<file path="config.mk">
export PLATFORM = sky130hd
export DESIGN_NAME = dram_unpacker
export DESIGN_NICKNAME = d
export VERILOG_FILES = /design/src/rtl/dram_unpacker.sv
export SDC_FILE = /design/constraint.sdc
export NUM_CORES = 1
export LEC_CHECK = 0
export CORE_MARGIN = 2
export CORE_UTILIZATION = 40
export CTS_BUF_LIST = sky130_fd_sc_hd__clkbuf_8
export CTS_CLUSTER_DIAMETER = 40
export CTS_CLUSTER_SIZE = 25
export DETAILED_ROUTE_END_ITERATION = 10
export SLEW_MARGIN = 20
export SYNTH_ARGS = -nofsm -noshare
export SYNTH_HDL_FRONTEND = slang
export SYNTH_SLANG_ARGS = --single-unit
</file>
<file path="constraint.sdc">
create_clock -name clk -period 8.2 [get_ports clk]
set_input_delay 2.46 -clock clk [delete_from_list [all_inputs] [get_ports clk]]
set_output_delay 2.46 -clock clk [all_outputs]
set_load 0.005 [all_outputs]
</file>
<file path="src/rtl/dram_unpacker.sv">
// rtl/dram_unpacker.sv - reads DRAM lines and unpacks them into a sample stream
// One read outstanding at a time; returned lines land in a two-entry buffer drained LSB-slice first.
module dram_unpacker #(
  parameter int SAMPLE_PACKET_WIDTH = 32,
  parameter int MEM_IF_WIDTH        = 128,
  parameter int ADX_WIDTH           = 27,
  parameter int MEMORY_WORD_WIDTH   = 2
) (
  input  logic                           clk,
  input  logic                           resetn,
  input  logic                           start,
  input  logic [31:0]                    start_sample,
  input  logic [31:0]                    sample_count,
  output logic                           busy,
  output logic                           done,
  output logic [SAMPLE_PACKET_WIDTH-1:0] sample_data,
  output logic                           sample_valid,
  input  logic                           sample_ready,
  output logic [ADX_WIDTH-1:0]           dram_adx,
  output logic                           read_req,
  input  logic                           read_allowed,
  input  logic [MEM_IF_WIDTH-1:0]        dram_rd_data,
  input  logic                           dram_rd_valid
);

  localparam int PACK_SIZE    = MEM_IF_WIDTH / SAMPLE_PACKET_WIDTH;
  localparam int OFF_W        = $clog2(PACK_SIZE);
  localparam int SAMPLE_WORDS = SAMPLE_PACKET_WIDTH / 8 / MEMORY_WORD_WIDTH;
  localparam int LINE_STEP    = PACK_SIZE * SAMPLE_WORDS;

  typedef enum logic [1:0] {R_IDLE, R_ISSUE, R_WAIT, R_FULL} rstate_t;
  typedef logic [PACK_SIZE-1:0][SAMPLE_PACKET_WIDTH-1:0] line_t;

  rstate_t              rstate_q, rstate_d;
  logic [ADX_WIDTH-1:0] adx_q, adx_d;
  logic [31:0]          lines_left_q, lines_left_d;
  logic [31:0]          remain_q, remain_d;
  logic [OFF_W-1:0]     offset_q, offset_d;
  line_t                buf_q [2];
  line_t                buf_d [2];
  logic                 head_q, head_d;
  logic [1:0]           count_q, count_d;
  logic                 busy_q, busy_d;
  logic                 done_q, done_d;

  logic                 accept, xfer, last_xfer, pop, push;
  logic [ADX_WIDTH-1:0] first_adx;
  logic [33:0]          span;
  logic [1:0]           count_after;

  assign accept      = start && !busy_q;
  assign sample_valid = (count_q != 2'd0);
  assign xfer        = sample_valid && sample_ready;
  assign last_xfer   = xfer && (remain_q == 32'd1);
  assign pop         = xfer && ((offset_q == OFF_W'(PACK_SIZE - 1)) || (remain_q == 32'd1));
  assign push        = (rstate_q == R_WAIT) && dram_rd_valid;
  assign count_after = count_q + {1'b0, push} - {1'b0, pop};

  // Line-aligned start address; span rounds the line count up to whole lines.
  assign first_adx = ADX_WIDTH'(start_sample * 32'(SAMPLE_WORDS)) & ~ADX_WIDTH'(LINE_STEP - 1);
  assign span      = 34'(start_sample[OFF_W-1:0]) + 34'(sample_count) + 34'(PACK_SIZE - 1);

  assign busy        = busy_q;
  assign done        = done_q;
  assign dram_adx    = adx_q;
  assign read_req    = (rstate_q == R_ISSUE) && read_allowed;
  assign sample_data = buf_q[head_q][offset_q];

  always_ff @(posedge clk) begin
    if (!resetn) begin
      rstate_q     <= R_IDLE;
      adx_q        <= '0;
      lines_left_q <= '0;
      remain_q     <= '0;
      offset_q     <= '0;
      buf_q[0]     <= '0;
      buf_q[1]     <= '0;
      head_q       <= 1'b0;
      count_q      <= '0;
      busy_q       <= 1'b0;
      done_q       <= 1'b0;
    end else begin
      rstate_q     <= rstate_d;
      adx_q        <= adx_d;
      lines_left_q <= lines_left_d;
      remain_q     <= remain_d;
      offset_q     <= offset_d;
      buf_q[0]     <= buf_d[0];
      buf_q[1]     <= buf_d[1];
      head_q       <= head_d;
      count_q      <= count_d;
      busy_q       <= busy_d;
      done_q       <= done_d;
    end
  end

  always_comb begin
    rstate_d     = rstate_q;
    adx_d        = adx_q;
    lines_left_d = lines_left_q;
    remain_d     = remain_q;
    offset_d     = offset_q;
    buf_d[0]     = buf_q[0];
    buf_d[1]     = buf_q[1];
    head_d       = head_q;
    count_d      = count_after;
    busy_d       = busy_q;
    done_d       = 1'b0;

    if (accept) begin
      if (sample_count == 32'd0) begin
        done_d = 1'b1;
      end else begin
        busy_d       = 1'b1;
        rstate_d     = R_ISSUE;
        adx_d        = first_adx;
        lines_left_d = span[OFF_W +: 32];
        remain_d     = sample_count;
        offset_d     = start_sample[OFF_W-1:0];
        head_d       = 1'b0;
        count_d      = 2'd0;
      end
    end

    case (rstate_q)
      R_ISSUE: if (read_allowed) rstate_d = R_WAIT;
      R_WAIT: begin
        if (dram_rd_valid) begin
          // Tail slot is the entry behind the head when one line is already held.
          buf_d[head_q ^ count_q[0]] = dram_rd_data;
          adx_d        = adx_q + ADX_WIDTH'(LINE_STEP);
          lines_left_d = lines_left_q - 32'd1;
          if (lines_left_q == 32'd1)   rstate_d = R_IDLE;
          else if (count_after == 2'd2) rstate_d = R_FULL;
          else                          rstate_d = R_ISSUE;
        end
      end
      R_FULL:  if (pop) rstate_d = R_ISSUE;
      default: ;
    endcase

    if (xfer) begin
      offset_d = offset_q + OFF_W'(1);
      remain_d = remain_q - 32'd1;
      if (pop) head_d = ~head_q;
      if (last_xfer) begin
        busy_d = 1'b0;
        done_d = 1'b1;
      end
    end
  end

endmodule

</file>
==> metrics <==
Synthesis Warnings 0; relative slew slack 33.7%; ordered cell list for the critical path clkdlybuf4s50_1 -> nand2b_1 -> nor2_1 -> clkdlybuf4s50_1; hold crit path type reg2reg; quantity of hold-fixing buffers added after cts 0; critical path required time 5.74 ns; cell mode on critical path sky130_fd_sc_hd__clkdlybuf4s50_1; grt total ovfl 0; Critical path origin read_allowed; flip-flop and latch count after synthesis 357; proportion of total power due to net switching 25.1%; final sum of negative setup slack 0 ns; GR Util All Layers 22.8%; most common flop cell mapped by yosys sky130_fd_sc_hd__dfxtp_1; FP Rows 74; CTS clk-pin slew, worst paths 0.06 ns; post-synthesis net count 2249; synthesized cell area 0.0167 mm2; Worst Path Max Fanout 2; Worst path max stage delay 0.61 ns; via density per instance 5.50; share of the synthesized area in the top cell type 42.9%; pin count of the biggest net entering global routing 185; data arrival time at the worst-slack endpoint 3.76 ns; CTS H-Tree Depth 2; number of CTS-inserted buffers 60; Max Cap Viol 0; Tightest Pin Transition 0.992 ns; leading post-synthesis cells by cell area sky130_fd_sc_hd__dfxtp_1 43%, sky130_fd_sc_hd__nand2_1 13%, sky130_fd_sc_hd__a21oi_1 11%, sky130_fd_sc_hd__mux4_2 8.6%, sky130_fd_sc_hd__clkbuf_1 3.0%; number of instances resized during post-cts repair 0; worst-case hold slack 0.453 ns; fraction of power consumed by the clock network 47.0%; total power per unit cell area 195 mW/mm2; DIE AREA 0.0433 mm2; proportion of power drawn by combinational gates 9.2%; unrepaired setup endpoints after global routing false; count of clock tree sinks 357; final routed DRC violation total 0; Fin. Hold Viols 0; buffer depth of the longest clock path 3; area of the placeable core 0.0410 mm2; detailed-route via count 15500; vias in the first global route 14800; share of total power in sequential cells 43.8%; antenna viol nets, final 0; count of buffers added by post-CTS timing repair for setup 0; worst r2r src count_q[0]; internal cell power 3080 uW; critical path startpoint category primary input; most area-hungry cell type in the Yosys netlist sky130_fd_sc_hd__dfxtp_1; post-detailed-route wirelength per cell 18.0 um; Slowest cell on crit path sky130_fd_sc_hd__clkdlybuf4s50_1; antenna violations before repair 7; net switching power figure 1030 uW; worst IR drop on VDD 117 uV; capturing element type of the critical path output pin; ys async rst share 0%; Max Clk Rate 0.161 GHz; synthesized instance count 2040; clock tree from TritonCTS done; area grow syn2layout 26.3%; min-delay src buf_q[0][5]; count of boundary I/O pins 261; clock period minus worst slack 6.22 ns; Starting DRT DRC Count 1230; Die X 208 um; Worst Setup Path Type in2out; syn_area_per_cell 8.17 um2; number of distinct library cell variants in the gate-level netlist after synthesis 68; IO buf count 254; first-pass GRT wire length 80000 um; total cell area at the placement stage 0.0196 mm2; share of the yosys chip area belonging to registers 42.9%; Final Cell Area 0.0211 mm2; max-slew violation total from the final report 0; initial cell density of the core 40.6%; Clock Latency Late Sink 0.66 ns; final clock period utilization by the worst path 75.8%; final weighted congestion of routability-driven global placement 0.915; Clk Tree Root Cell sky130_fd_sc_hd__clkbuf_8; fraction of layout cells with a size suffix above 1 10.8%; Initial DRT Pass Iterations 7; run status finished clean; P_leak 0.00693 uW; number of enable-type register cells in the synthesized netlist 0; Die H 208 um; number of nets in the finished design 2440; sum of net half-perimeters after detailed placement 32500 um; final clock skew 0.0403 ns; final setup violation count 0; final wirelength 50800 um
## cell type report
class                           instances  area (um2)
Clock buffer                           66         908
Multi-Input combinational cell       1520        8940
Fill cell                            3931       20000
Clock inverter                         43         551
Timing Repair Buffer                  275        2750
Tap cell                              532         666
Inverter                               17        71.3
Antenna cell                            3        7.51
Sequential cell                       357        7160
## cell usage after synthesis, types with 3 or more instances
| library cell | number |
|---|---|
| sky130_fd_sc_hd__o211ai_1 | 15 |
| sky130_fd_sc_hd__o21a_1 | 6 |
| sky130_fd_sc_hd__nor4_1 | 31 |
| sky130_fd_sc_hd__nand3b_1 | 4 |
| sky130_fd_sc_hd__a21oi_1 | 363 |
| sky130_fd_sc_hd__o311ai_0 | 6 |
| sky130_fd_sc_hd__nor4_2 | 3 |
| sky130_fd_sc_hd__inv_1 | 17 |
| sky130_fd_sc_hd__dfxtp_1 | 357 |
| sky130_fd_sc_hd__or2_2 | 4 |
| sky130_fd_sc_hd__a31oi_1 | 17 |
| sky130_fd_sc_hd__o31a_1 | 6 |
| sky130_fd_sc_hd__nand2_1 | 574 |
| sky130_fd_sc_hd__or4_1 | 7 |
| sky130_fd_sc_hd__nor2_1 | 74 |
| sky130_fd_sc_hd__o22ai_1 | 8 |
| sky130_fd_sc_hd__nand3_1 | 56 |
| sky130_fd_sc_hd__and3_1 | 10 |
| sky130_fd_sc_hd__xnor2_1 | 23 |
| sky130_fd_sc_hd__nand4_1 | 25 |
| sky130_fd_sc_hd__nor3_1 | 38 |
| sky130_fd_sc_hd__a2bb2oi_1 | 4 |
| sky130_fd_sc_hd__xor2_1 | 17 |
| sky130_fd_sc_hd__a21o_1 | 3 |
| sky130_fd_sc_hd__and4_1 | 9 |
| sky130_fd_sc_hd__ha_1 | 10 |
| sky130_fd_sc_hd__or3_1 | 12 |
| sky130_fd_sc_hd__mux2_2 | 33 |
| sky130_fd_sc_hd__mux4_2 | 64 |
| sky130_fd_sc_hd__a211oi_1 | 12 |
| sky130_fd_sc_hd__buf_1 | 11 |
| sky130_fd_sc_hd__o21ai_0 | 38 |
| sky130_fd_sc_hd__nand2b_1 | 4 |
| sky130_fd_sc_hd__clkbuf_1 | 133 |
## flip-flops by register name, summed over array words and instances (netlist names), named ones only
signal        cells
lines_left_q     32
head_q            1
buf_q           256
remain_q         32
offset_q          2
busy              1
done              1
rstate_q          2
dram_adx         27
count_q           2
## power by group through the flow
stage	registers, uW	logic [uW]	clock network [uW]
after floorplan	1830	186	0
after global placement	1830	373	0
after detailed placement	1840	375	0
after CTS	1800	378	1980
after global routing	1800	410	2050
final	1800	378	1930
## worst max-delay path, delay by kind of cell
family / cells / cell delay, ns
AND/OR/NAND/NOR: 2 / 0.23
buffers and inverters: 2 / 1.07
## stage by stage
stage / power, uW / setup WS [ns] / cells / utilization, %
4_1_cts: 4150 / 1.99 / 2810 / 51.3
3_3_place_gp: 2210 / 1.98 / 2701 / 47.8
6_report: 4110 / 1.98 / 2813 / 51.3
5_1_grt: 4260 / 1.91 / 2811 / 51.3
3_5_place_dp: 2210 / 1.99 / 2701 / 47.8
2_1_floorplan: 2020 / 3.09 / 2040 / -
## path summary, 6_finish.rpt
kind	to	slack, ns	cells after the start
setup / recovery	read_req	1.98	4
hold / removal	buf_q[0][5]	0.45	2
setup reg to reg	rstate_q[1]	4.76	11
hold reg to reg	buf_q[0][5]	0.45	2
## metal layers
layer | routed length, um | up-vias | track usage [%]
met4 | 1120 | 8 | 7.39
li1 | - | 7583 | -
met5 | 48 | - | 0
met2 | 23900 | 441 | 37.6
met3 | 3600 | 92 | 5.99
met1 | 22100 | 7337 | 29.0
## placed cells by master (no fill, tap or decap), types with 12 or more instances in the layout
master	netlist	layout
sky130_fd_sc_hd__or3_1	12	12
sky130_fd_sc_hd__xor2_1	17	17
sky130_fd_sc_hd__buf_4	0	17
sky130_fd_sc_hd__a211oi_1	12	12
sky130_fd_sc_hd__nor2_1	74	72
sky130_fd_sc_hd__nand2_1	574	572
sky130_fd_sc_hd__o211ai_1	15	15
sky130_fd_sc_hd__nor3_1	38	38
sky130_fd_sc_hd__bufinv_16	0	12
sky130_fd_sc_hd__dfxtp_1	357	354
sky130_fd_sc_hd__mux4_2	64	64
sky130_fd_sc_hd__nand4_1	25	25
sky130_fd_sc_hd__mux2_2	33	33
sky130_fd_sc_hd__clkbuf_8	0	66
sky130_fd_sc_hd__nand3_1	56	56
sky130_fd_sc_hd__nor4_1	31	31
sky130_fd_sc_hd__xnor2_1	23	23
sky130_fd_sc_hd__a21oi_1	363	363
sky130_fd_sc_hd__inv_1	17	24
sky130_fd_sc_hd__clkdlybuf4s50_1	0	254
sky130_fd_sc_hd__a31oi_1	17	17
sky130_fd_sc_hd__o21ai_0	38	37
## cell families after synthesis
logic type / Yosys count / synth area share [%]
AND/OR/NAND/NOR: 869 / 22.8
AO/OA/AOI/OAI: 502 / 16.7
flip-flops: 357 / 42.9
buffers and inverters: 163 / 3.69
multiplexers: 98 / 10.9
XOR/XNOR: 40 / 2.10
adder cells (fa/ha/maj): 11 / 0.871
Note: power is estimated with default switching activity, not from simulation.
